===== config.mk =====
export PLATFORM = sky130hd
export DESIGN_NAME = shift_exec_stage
export DESIGN_NICKNAME = d
export VERILOG_FILES = /design/src/rtl/shift_exec_stage.sv
export SDC_FILE = /design/constraint.sdc
export NUM_CORES = 1
export LEC_CHECK = 0
export CORE_ASPECT_RATIO = 0.6
export CORE_UTILIZATION = 50
export CTS_CLUSTER_DIAMETER = 40
export DETAILED_ROUTE_END_ITERATION = 10
export DONT_BUFFER_PORTS = 1
export PLACE_DENSITY = 0.72
export SYNTH_ARGS = -nofsm -noshare
export SYNTH_HDL_FRONTEND = slang
export SYNTH_SLANG_ARGS = --single-unit

===== constraint.sdc =====
create_clock -name clk -period 5.85 [get_ports clk]
set_clock_uncertainty 0.1 [all_clocks]
set_input_delay 0.8775 -clock clk [delete_from_list [all_inputs] [get_ports clk]]
set_output_delay 0.8775 -clock clk [all_outputs]
set_load 0.02 [all_outputs]

===== src/rtl/shift_exec_stage.sv =====
// Two-stage execute wrapper around a 64-bit left barrel shifter: SLL/SRL/SRA and W variants.
// Optional rotate ops (011 ROL, 111 ROR) are enabled by defining SHIFT_ROTATE_EN.

module barrel_shifter_left #(
    parameter int XLEN    = 64,
    parameter int SHAMT_W = 6
) (
    input  logic [XLEN-1:0]    data,
    input  logic [SHAMT_W-1:0] _shift,
    output logic [XLEN-1:0]    out
);
    assign out = data << _shift;
endmodule

module shift_exec_stage #(
    parameter int XLEN    = 64,
    parameter int SHAMT_W = 6
) (
    input  logic            clk,
    input  logic            rst_n,
    input  logic            in_valid,
    output logic            in_ready,
    input  logic [2:0]      in_op,
    input  logic [XLEN-1:0] in_a,
    input  logic [XLEN-1:0] in_b,
    input  logic [4:0]      in_tag,
    output logic            out_valid,
    input  logic            out_ready,
    output logic [XLEN-1:0] out_result,
    output logic [4:0]      out_tag,
    output logic            out_illegal
);
    localparam int HALF = XLEN / 2;
    localparam logic [1:0] K_SLL = 2'b00;
    localparam logic [1:0] K_SRL = 2'b01;
    localparam logic [1:0] K_SRA = 2'b10;
    localparam logic [1:0] K_ROT = 2'b11;

    function automatic logic [XLEN-1:0] bitrev(input logic [XLEN-1:0] x);
        logic [XLEN-1:0] r;
        for (int i = 0; i < XLEN; i++) begin
            r[i] = x[XLEN-1-i];
        end
        return r;
    endfunction

    logic               s1_valid_r;
    logic [2:0]         s1_op_r;
    logic [XLEN-1:0]    s1_a_r;
    logic [4:0]         s1_tag_r;
    logic [SHAMT_W-1:0] s1_shamt_r;

    logic               s2_adv_s;
    logic               s1_adv_s;
    logic               accept_s;
    logic [SHAMT_W-1:0] shamt_in_s;
    logic               unused_b_s;

    logic [1:0]         kind_s;
    logic               w_op_s;
    logic               right_s;
    logic [XLEN-1:0]    a_ext_s;
    logic [XLEN-1:0]    sh_in_s;
    logic [XLEN-1:0]    sh_raw_s;
    logic [XLEN-1:0]    sh_out_s;
    logic [XLEN-1:0]    fill_s;
    logic [XLEN-1:0]    shifted_s;
    logic [XLEN-1:0]    res_s;
    logic               ill_s;

    assign s2_adv_s   = !out_valid || out_ready;
    assign s1_adv_s   = s1_valid_r && s2_adv_s;
    assign in_ready   = !s1_valid_r || s1_adv_s;
    assign accept_s   = in_valid && in_ready;
    assign unused_b_s = ^in_b[XLEN-1:SHAMT_W];

    // Shift-amount masking: 6 bits for 64-bit ops, 5 bits for W ops
    always_comb begin
`ifdef SHIFT_ROTATE_EN
        if (!in_op[2] || (in_op[1:0] == K_ROT)) begin
`else
        if (!in_op[2]) begin
`endif
            shamt_in_s = in_b[SHAMT_W-1:0];
        end else begin
            shamt_in_s = {1'b0, in_b[SHAMT_W-2:0]};
        end
    end

    // Stage 1 capture register
    always_ff @(posedge clk or negedge rst_n) begin
        if (!rst_n) begin
            s1_valid_r <= 1'b0;
            s1_op_r    <= 3'd0;
            s1_a_r     <= {XLEN{1'b0}};
            s1_tag_r   <= 5'd0;
            s1_shamt_r <= {SHAMT_W{1'b0}};
        end else if (accept_s) begin
            s1_valid_r <= 1'b1;
            s1_op_r    <= in_op;
            s1_a_r     <= in_a;
            s1_tag_r   <= in_tag;
            s1_shamt_r <= shamt_in_s;
        end else if (s1_adv_s) begin
            s1_valid_r <= 1'b0;
        end
    end

    assign kind_s = s1_op_r[1:0];
    assign w_op_s = s1_op_r[2] && (kind_s != K_ROT);
`ifdef SHIFT_ROTATE_EN
    assign right_s = (kind_s == K_SRL) || (kind_s == K_SRA) || (s1_op_r == 3'b111);
`else
    assign right_s = (kind_s == K_SRL) || (kind_s == K_SRA);
`endif
    // W ops shift the zero-extended low word so right shifts never pull in upper bits
    assign a_ext_s  = w_op_s ? {{HALF{1'b0}}, s1_a_r[HALF-1:0]} : s1_a_r;
    assign sh_in_s  = right_s ? bitrev(a_ext_s) : a_ext_s;
    assign sh_out_s = right_s ? bitrev(sh_raw_s) : sh_raw_s;

    barrel_shifter_left #(.XLEN(XLEN), .SHAMT_W(SHAMT_W)) u_shl (
        .data   (sh_in_s),
        ._shift (s1_shamt_r),
        .out    (sh_raw_s)
    );

`ifdef SHIFT_ROTATE_EN
    logic [XLEN-1:0]    rot_in_s;
    logic [XLEN-1:0]    rot_raw_s;
    logic [XLEN-1:0]    rot_q_s;
    logic [SHAMT_W-1:0] rot_amt_s;

    // Second pass shifts the other way by (XLEN - s) mod XLEN; s=0 yields a|a = a
    assign rot_in_s  = right_s ? s1_a_r : bitrev(s1_a_r);
    assign rot_amt_s = {SHAMT_W{1'b0}} - s1_shamt_r;
    assign rot_q_s   = right_s ? rot_raw_s : bitrev(rot_raw_s);

    barrel_shifter_left #(.XLEN(XLEN), .SHAMT_W(SHAMT_W)) u_rot (
        .data   (rot_in_s),
        ._shift (rot_amt_s),
        .out    (rot_raw_s)
    );
`endif

    // Arithmetic fill mask for the vacated upper bits of SRA/SRAW
    always_comb begin
        fill_s = {XLEN{1'b0}};
        if (w_op_s) begin
            if (s1_a_r[HALF-1]) begin
                fill_s = {{HALF{1'b0}}, ~({HALF{1'b1}} >> s1_shamt_r[SHAMT_W-2:0])};
            end else begin
                fill_s = {XLEN{1'b0}};
            end
        end else begin
            if (s1_a_r[XLEN-1]) begin
                fill_s = ~({XLEN{1'b1}} >> s1_shamt_r);
            end else begin
                fill_s = {XLEN{1'b0}};
            end
        end
    end

    // Result select, illegal decode and W sign extension
    always_comb begin
        shifted_s = {XLEN{1'b0}};
        ill_s     = 1'b0;
        case (kind_s)
            K_SLL, K_SRL: shifted_s = sh_out_s;
            K_SRA:        shifted_s = sh_out_s | fill_s;
`ifdef SHIFT_ROTATE_EN
            K_ROT:        shifted_s = sh_out_s | rot_q_s;
`else
            K_ROT:        ill_s = 1'b1;
`endif
            default:      ill_s = 1'b1;
        endcase
        if (ill_s) begin
            res_s = {XLEN{1'b0}};
        end else if (w_op_s) begin
            res_s = {{HALF{shifted_s[HALF-1]}}, shifted_s[HALF-1:0]};
        end else begin
            res_s = shifted_s;
        end
    end

    // Stage 2 output register, frozen while writeback stalls
    always_ff @(posedge clk or negedge rst_n) begin
        if (!rst_n) begin
            out_valid   <= 1'b0;
            out_result  <= {XLEN{1'b0}};
            out_tag     <= 5'd0;
            out_illegal <= 1'b0;
        end else if (s2_adv_s) begin
            out_valid <= s1_valid_r;
            if (s1_valid_r) begin
                out_result  <= res_s;
                out_tag     <= s1_tag_r;
                out_illegal <= ill_s;
            end
        end
    end
endmodule


==> results.md, run 1 <==
| Metric | Reported | Unit |
|---|---|---|
| Share of flip-flops with an asynchronous set or reset | 1.000 | - |
| Overall via count from detail_route | 12510 | - |
| Register bit total from synthesis | 150 | - |
| Placer congestion estimate | 1.081 | - |
| Run status | complete, no violations | - |
| Final Hold Viols | 0 | - |
| Count of unique library cells instantiated by Yosys | 85 | - |
| Cell taking the most area after synthesis | dfrtp_1 | - |
| Critical path type | register to register | - |
| Number of antenna violations at the first check in global routing | 1 | - |
| Largest fanout on the critical path | 59 | - |
| Register-to-register setup slack | 1.09 | ns |
| Deepest clock path buffer count | 2 | - |
| Pwr per Cell Area | 480.5 | nW/um^2 |
| Remaining number of nets flagged by the antenna check after routing | 0 | - |
| Total power draw | 6.609 | mW |
| Worst setup slack before clock tree synthesis | 1.324 | ns |
| Cell types occupying the most area after synthesis | dfrtp_1 29%, mux4_2 12%, mux2_2 10% | - |
| Maximum number of pins on one net before global-route repair | 147 | - |
| Routing usage on met3 | 0.1755 | - |
| Detailed router's first-iteration violation count | 2064 | - |
| Max-slew headroom at the worst pin | 0.1775 | - |
| Clock H-tree levels | 4 | - |
| TritonCTS clock tree | done | - |
| Final design utilization | 0.5428 | - |
| Core box area | 25340 | sq um |
| Post-synthesis sequential area ratio | 0.2899 | - |
| Max-slew violation count | 0 | - |
| Kind of start point of the critical path | register | - |
| Remaining DRCs | 0 | - |
| IO Pins | 212 | - |
| Rows | 45 | - |
| Count of filler cells inserted in the layout | 2354 | - |
| Met2 Usage GRT | 0.5163 | - |
| Number of hold buffers added after cts | 2 | - |
| GRT Total Usage | 0.4027 | - |
| Fraction of layout instances using a drive strength above 1 | 0.2275 | - |
| Vias in the first global route | 11380 | - |
| Kind of path behind the tightest hold check | input pin to async pin | - |
| Critical Path RT | 6.11 | ns |
| Total Die Area | 26560 | sq um |
| Starting density of the core | 0.5110 | - |
| Final wirelength | 54.08 | mm |
| Transition time of the tightest slew-check pin | 1.229 | ns |
| Area fraction of the dominant cell type after synthesis | 0.2899 | - |
| Port-buffer cells | 0 | - |
| Ys flop type | dfrtp_1 | - |
| Share of the synthesized area in compound gates (AO/OA/AOI/OAI) | 0.2330 | - |
| Number of cells upsized or downsized after cts | 0 | - |
| Area share of xor/xnor cells in the synthesized design | 0.0006765 | - |
| Pre-antenna DRT Iters | 9 | - |
| Chip width | 209.7 | um |
| Setup TNS after final layout | 0 | ns |
| Setup Viol. Count Final | 0 | - |
| Clock edge transition at the registers on the reported setup and hold paths | 0.07 | ns |
| Combinational family with the most area after synthesis | multiplexers | - |
| Setup repair after global routing missed its margin | no | - |
| Met1 Use GR | 0.6039 | - |
| Synth warn | 0 | - |
| Worst ir drop on vdd | 291.4 | uV |
| Number of enable flip-flop cells after synthesis | 0 | - |
| Global-route congestion overflow total | 0 | - |
| Net count, final | 1476 | - |
| Post-synthesis adder-cell area fraction | 0.003865 | - |
| Clock Tree Root | clkbuf_16 | - |
| Critical path capture point type | register | - |
| Diodes inserted | 0 | - |
| Vert. Die Dim | 126.6 | um |
| Max-Cap Viols | 0 | - |
| Fmax achieved | 210.3 | MHz |
| Post-layout worst setup margin | 1.094 | ns |
| Gate Count Post-Synth | 1390 | - |
| Highest-utilization routing layer at the global route stage | met1 | - |
| Routed via count divided by cell count | 7.476 | - |
| Synthesized Nets | 1534 | - |
| Synthesized cell area | 12950 | sq um |
| Global-route wire length before repair | 77.69 | mm |
| Cell leakage power | 5.394 | nW |
| Clock latency on the worst-skew pair | 0.47 | ns |
| WL per Instance | 32.30 | um |
| Post-route clock period utilization | 0.8130 | - |
| Placed wire-length estimate after detailed placement | 39.72 | mm |
| Inserted Clock Buffers | 17 | - |
| Clock Sink Count | 150 | - |
| Buffers inserted during post-CTS setup optimization | 0 | - |
| Signal arrival time at the worst endpoint | 5.02 | ns |
| Period minus WS final | 4.756 | ns |
| Mux cell area share after synthesis | 0.2822 | - |
| Simple logic cell fraction of the synthesized area | 0.1307 | - |
| Synthesis-to-finish area growth | 6.223 | % |
| Per-instance average area after synthesis | 9.315 | sq um |
[per-stage QoR]
step | instances | hold slack [ns] | instance area, sq um
CTS | 1671 | 0.0002888 | 13700
floorplan | 1390 | 0.3572 | 12950
detailed placement | 1637 | 0.3904 | 13100
finish | 1674 | 0.01630 | 13750
global placement | 1637 | 0.3839 | 13100
global route | 1674 | 0.001081 | 13750
[layout by cell type, fill, tap and decap left out, drive strengths merged, types with 5 or more instances in the layout]
cell     count
and2        13
nor2        99
inv         25
o221ai      14
nor3        17
nand2b      28
a31oi       22
mux4        69
mux2       116
a31o         6
o32ai        7
o21a        17
clkbuf      18
o21ai       89
a22oi       10
nand3       23
buf         52
a22o         6
dfrtp      150
o22ai       38
a221o       12
a32oi        8
a221oi      13
a21o         5
o211ai      19
nand2      188
o311ai       5
a21oi       78
a2bb2oi     17
o2bb2ai     20
nor2b        5
a211oi      16
mux2i       78
[cells in the mapped netlist, drive strengths merged (13+ instances only)]
cell and number:
nand2 188, dfrtp 150, mux2 116, nor2 99, o21ai 89, buf 79, a21oi 78, mux2i 78
mux4 69, clkbuf 52, o22ai 38, nand2b 28, nand3 23, a31oi 22, o2bb2ai 20, o211ai 19
inv 18, a2bb2oi 17, nor3 17, o21a 17, a211oi 16, o221ai 14, a221oi 13, and2 13
[logic make-up (layout without fill, tap and decap cells)]
logic type	after synthesis	after routing
simple gates	390	390
compound gates	432	432
mux	263	263
fa+ha+maj	4	4
xor+xnor	1	1
buf+inv	150	105
flops	150	150
[state kept, by name, summed over array words and instances, names as in the netlist]
signal and count:
out_illegal 1, out_result 64, out_tag 5, out_valid 1, s1_a_r 64, s1_op_r 3, s1_shamt_r 6, s1_tag_r 5
s1_valid_r 1
[critical path: stages, from the launching register on]
cell and delay, ns:
dfrtp_1 0.41, inv_1 0.11, ha_4 0.61, buf_4 0.52
nand2_1 0.09, o2bb2ai_1 0.44, mux4_2 0.40, o22ai_1 0.10
a211oi_1 0.70, a32oi_2 0.33, o311ai_2 0.17, buf_4 0.24
nand2_1 0.22, o311ai_1 0.15
[final timing paths]
| check | startpoint | end | cells past startpoint |
|---|---|---|---|
| min | rst_n | out_result[14] | 0 |
| max | s1_op_r[0] | out_result[43] | 13 |
| min in group clk | s1_tag_r[1] | s1_tag_r[1] | 1 |
| max in group asynchronous | rst_n | s1_a_r[52] | 1 |
| min reg2reg | s1_tag_r[1] | s1_tag_r[1] | 1 |
| max reg2reg | s1_op_r[0] | out_result[43] | 13 |
[per-layer routing]
| metal | wire [um] | share of wire | vias up |
|---|---|---|---|
| met5 | 13 | 0.00024 | - |
| met3 | 8538 | 0.16 | 105 |
| li1 | - | - | 5188 |
| met2 | 20950 | 0.39 | 955 |
| met4 | 1155 | 0.021 | 2 |
| met1 | 23420 | 0.43 | 6264 |
[report_power, final]
group,total [mW],switching (mW),internal (mW)
clock network,1.12,0.515,0.607
registers,1.75,0.462,1.29
logic,3.73,2.37,1.37
total,6.61,3.34,3.26
[final cells by class]
class	instances	area, sq um	share of cell area
multi-input cells	1090	8454	0.6147
clock buffers	18	439.2	0.03193
repair buffers	55	478.0	0.03475
flip-flops and latches	150	3760	0.2734
inverters	18	70.07	0.005095
well taps	329	411.6	0.02993
clock inverters	14	140.1	0.01019
(Power assumes the default switching activity.)
==> run 2, diff against run 1 <==
- PLACE_DENSITY: 0.72 -> 0.75
- clock period: 5.85 -> 3.81 ns (I/O delays scaled with it)
==> run 2 against run 1 <==
The run now ends with hold timing left. Global-route usage is 1.3 points higher. Sequential share of layout area fell by 2.1 points. Combinational power rose by 77%. Sequential cell count unchanged. Cell area increased by 8.2%. Via count is 3.3% higher. Clock-buffer cell count did not move. Sequential power rose by 54%. Non-clock buffer count rose by 100. Largest power group unchanged. Critical path depth unchanged.
==> results.md, run 2 (synthesis gave the netlist of run 1 again) <==
| Metric | Reported | Unit | vs previous |
|---|---|---|---|
| Period minus WS final | 3.778 | ns | -0.9776 ns |
| Remaining number of nets flagged by the antenna check after routing | 0 | - | unchanged |
| Setup Viol. Count Final | 0 | - | unchanged |
| Met2 Usage GRT | 0.5413 | - | +0.02501 |
| Signal arrival time at the worst endpoint | 4.07 | ns | -0.95 ns |
| WL per Instance | 31.16 | um | -3.5% |
| Worst ir drop on vdd | 399.9 | uV | +37% |
| Highest-utilization routing layer at the global route stage | met1 | - |  |
| Register-to-register setup slack | 0.03 | ns | -1.06 ns |
| Core box area | 25340 | sq um | unchanged |
| Fmax achieved | 264.7 | MHz | +26% |
| Rows | 45 | - | unchanged |
| Global-route congestion overflow total | 0 | - | unchanged |
| Cell count of the worst reg-to-reg path | 13 | - | unchanged |
| Vias in the first global route | 11980 | - | +5.3% |
| Final wirelength | 55.28 | mm | +2.2% |
| Violated checks | hold timing | - |  |
| Cell leakage power | 5.985 | nW | +11% |
| Count of filler cells inserted in the layout | 2206 | - | -6.3% |
| Total power draw | 11.10 | mW | +68% |
| Cell repeated most along the worst path | o21ai_0 | - |  |
| Worst path cell trace | inv_1 -> ha_4 -> inv_6 -> buf_12 -> a31oi_1 -> mux2_2 -> mux2i_1 -> mux2i_1 -> o21ai_0 -> o21ai_0 -> buf_4 -> o21ai_0 -> a221o_1 | - |  |
| Pwr per Cell Area | 745.8 | nW/um^2 | +55% |
| Startpoint of the lowest-slack register-to-register path | s1_op_r[1] | - |  |
| Inserted Clock Buffers | 17 | - | unchanged |
| Clock H-tree levels | 4 | - | unchanged |
| Net count, final | 1576 | - | +6.8% |
| Crit path max-delay cell type | o21ai_0 | - |  |
| Starting density of the core | 0.5110 | - | unchanged |
| Max-slew violation count | 0 | - | unchanged |
| Critical path type | register to register | - |  |
| IO Pins | 212 | - | unchanged |
| Synthesis-to-finish area growth | 14.96 | % |  |
| Port-buffer cells | 0 | - | unchanged |
| Most common library cell in the layout ignoring fill and taps | nand2_1 | - |  |
| Total Die Area | 26560 | sq um | unchanged |
| Max-slew headroom at the worst pin | 0.3528 | - | +0.1753 |
| Routed via count divided by cell count | 7.287 | - | -2.5% |
| Deepest clock path buffer count | 2 | - | unchanged |
| Area taken by flip-flops and latches | 3760 | sq um | unchanged |
| Max-Cap Viols | 0 | - | unchanged |
| Post-route clock period utilization | 0.9917 | - | +0.1787 |
| Clock edge transition at the registers on the reported setup and hold paths | 0.07 | ns | about the same |
| Global-route wire length before repair | 80.51 | mm | +3.6% |
| Chip width | 209.7 | um | unchanged |
| Number of antenna violations at the first check in global routing | 0 | - | -1 |
| Fraction of layout instances using a drive strength above 1 | 0.3010 | - | +0.07353 |
| Critical path capture point type | register | - |  |
| Regs by FF count | out_result: 64 flops, s1_a_r: 64 flops, s1_shamt_r: 6 flops | - |  |
| Met1 Use GR | 0.6216 | - | +0.01773 |
| Clock Sink Count | 150 | - | unchanged |
| Smallest hold slack | -0.2948 | ns | -0.3111 ns |
| Delay of the slowest cell on the worst path | 0.44 | ns | -0.26 ns |
| Worst setup slack before clock tree synthesis | -0.1037 | ns | -1.428 ns |
| GRT Total Usage | 0.4155 | - | +0.01279 |
| Pre-antenna DRT Iters | 6 | - | -3 |
| Maximum number of pins on one net before global-route repair | 151 | - | +2.7% |
| Area taken by multi-input logic gates | 8691 | sq um | +2.8% |
| Commonest non-fill, non-tap cells in the layout | 184 x nand2_1, 145 x dfrtp_1, 142 x buf_4, 116 x mux2_2, 98 x nor2_1 | - |  |
| Routing usage on met3 | 0.1778 | - | +0.002228 |
| Run status | finished, violations left | - |  |
| Post-layout worst setup margin | 0.03169 | ns | -1.062 ns |
| Placer congestion estimate | 1.079 | - | -0.16% |
| Placed wire-length estimate after detailed placement | 41.60 | mm | +4.7% |
| Final Hold Viols | 150 | - | +150 |
| Kind of start point of the critical path | register | - |  |
| Transition time of the tightest slew-check pin | 0.9672 | ns | -0.2620 ns |
| TritonCTS clock tree | done | - |  |
| Worst setup path startpoint | s1_op_r[1] | - |  |
| Diodes inserted | 0 | - | unchanged |
| Clock latency on the worst-skew pair | 0.46 | ns | about the same |
| Setup repair after global routing missed its margin | yes | - |  |
| Critical Path RT | 4.10 | ns | -2.01 ns |
| Kind of path behind the tightest hold check | input pin to async pin | - |  |
| Vert. Die Dim | 126.6 | um | unchanged |
| Detailed router's first-iteration violation count | 2350 | - | +14% |
| Remaining DRCs | 0 | - | unchanged |
| Overall via count from detail_route | 12930 | - | +3.3% |
| Largest fanout on the critical path | 22 | - | -63% |
| Clock Tree Root | clkbuf_16 | - |  |
## run 2: layout make-up
| cell class | count | area share |
|---|---|---|
| clock buffer | 18 | 0.02883 |
| inverter | 18 | 0.004876 |
| sequential | 150 | 0.2526 |
| clock inverter | 14 | 0.01269 |
| tap | 329 | 0.02766 |
| multi-input combinational | 1090 | 0.5839 |
| timing repair buffer | 155 | 0.08944 |
## run 2: critical path: cells and delay by family, from the launching register on
family / cells / cell delay, ns
AO/OA/AOI/OAI: 5 / 1.20
adder cells (fa/ha/maj): 1 / 0.27
buffers and inverters: 4 / 0.73
flip-flops: 1 / 0.41
multiplexers: 3 / 0.96
## run 2: metal layers
metal,vias up,share of wire
li1,5392,-
met1,6418,0.43
met2,1005,0.39
met3,112,0.16
met4,0,0.021
met5,-,0
## run 2: metrics by stage
| stage | TNS (ns) | hold WS, ns | instances | instance area (sq um) | util |
|---|---|---|---|---|---|
| after floorplan | 0 | 0.1759 | 1390 | 12950 | - |
| after global placement | -0.1191 | 0.1797 | 1739 | 13990 | 0.5520 |
| after detailed placement | -0.6744 | 0.1795 | 1739 | 13990 | 0.5520 |
| after CTS | 0 | -0.3050 | 1771 | 14620 | 0.5769 |
| after global routing | -0.02652 | -0.3112 | 1774 | 14880 | 0.5875 |
| final | 0 | -0.2948 | 1774 | 14880 | 0.5875 |
## run 2: final timing paths
kind                                  end
max                        out_result[16]
min                            s1_a_r[26]
max reg2reg                out_result[16]
min reg2reg                     s1_a_r[9]
max in group asynchronous   s1_shamt_r[5]
min in group clk               s1_valid_r
## run 2: repair_timing
action / CTS / global route
cloned: 0 / 1
endpoints found under the hold margin: 150 / 150
pin swaps: 0 / 1
endpoints found under the setup margin: 12 / 49
buffers inserted: 0 / 2
gates resized for setup: 2 / 37
## run 2: report_power, final
group	switching [mW]	internal, mW
Clock	0.772	1.05
Combinational	3.89	2.69
Sequential	0.712	1.98
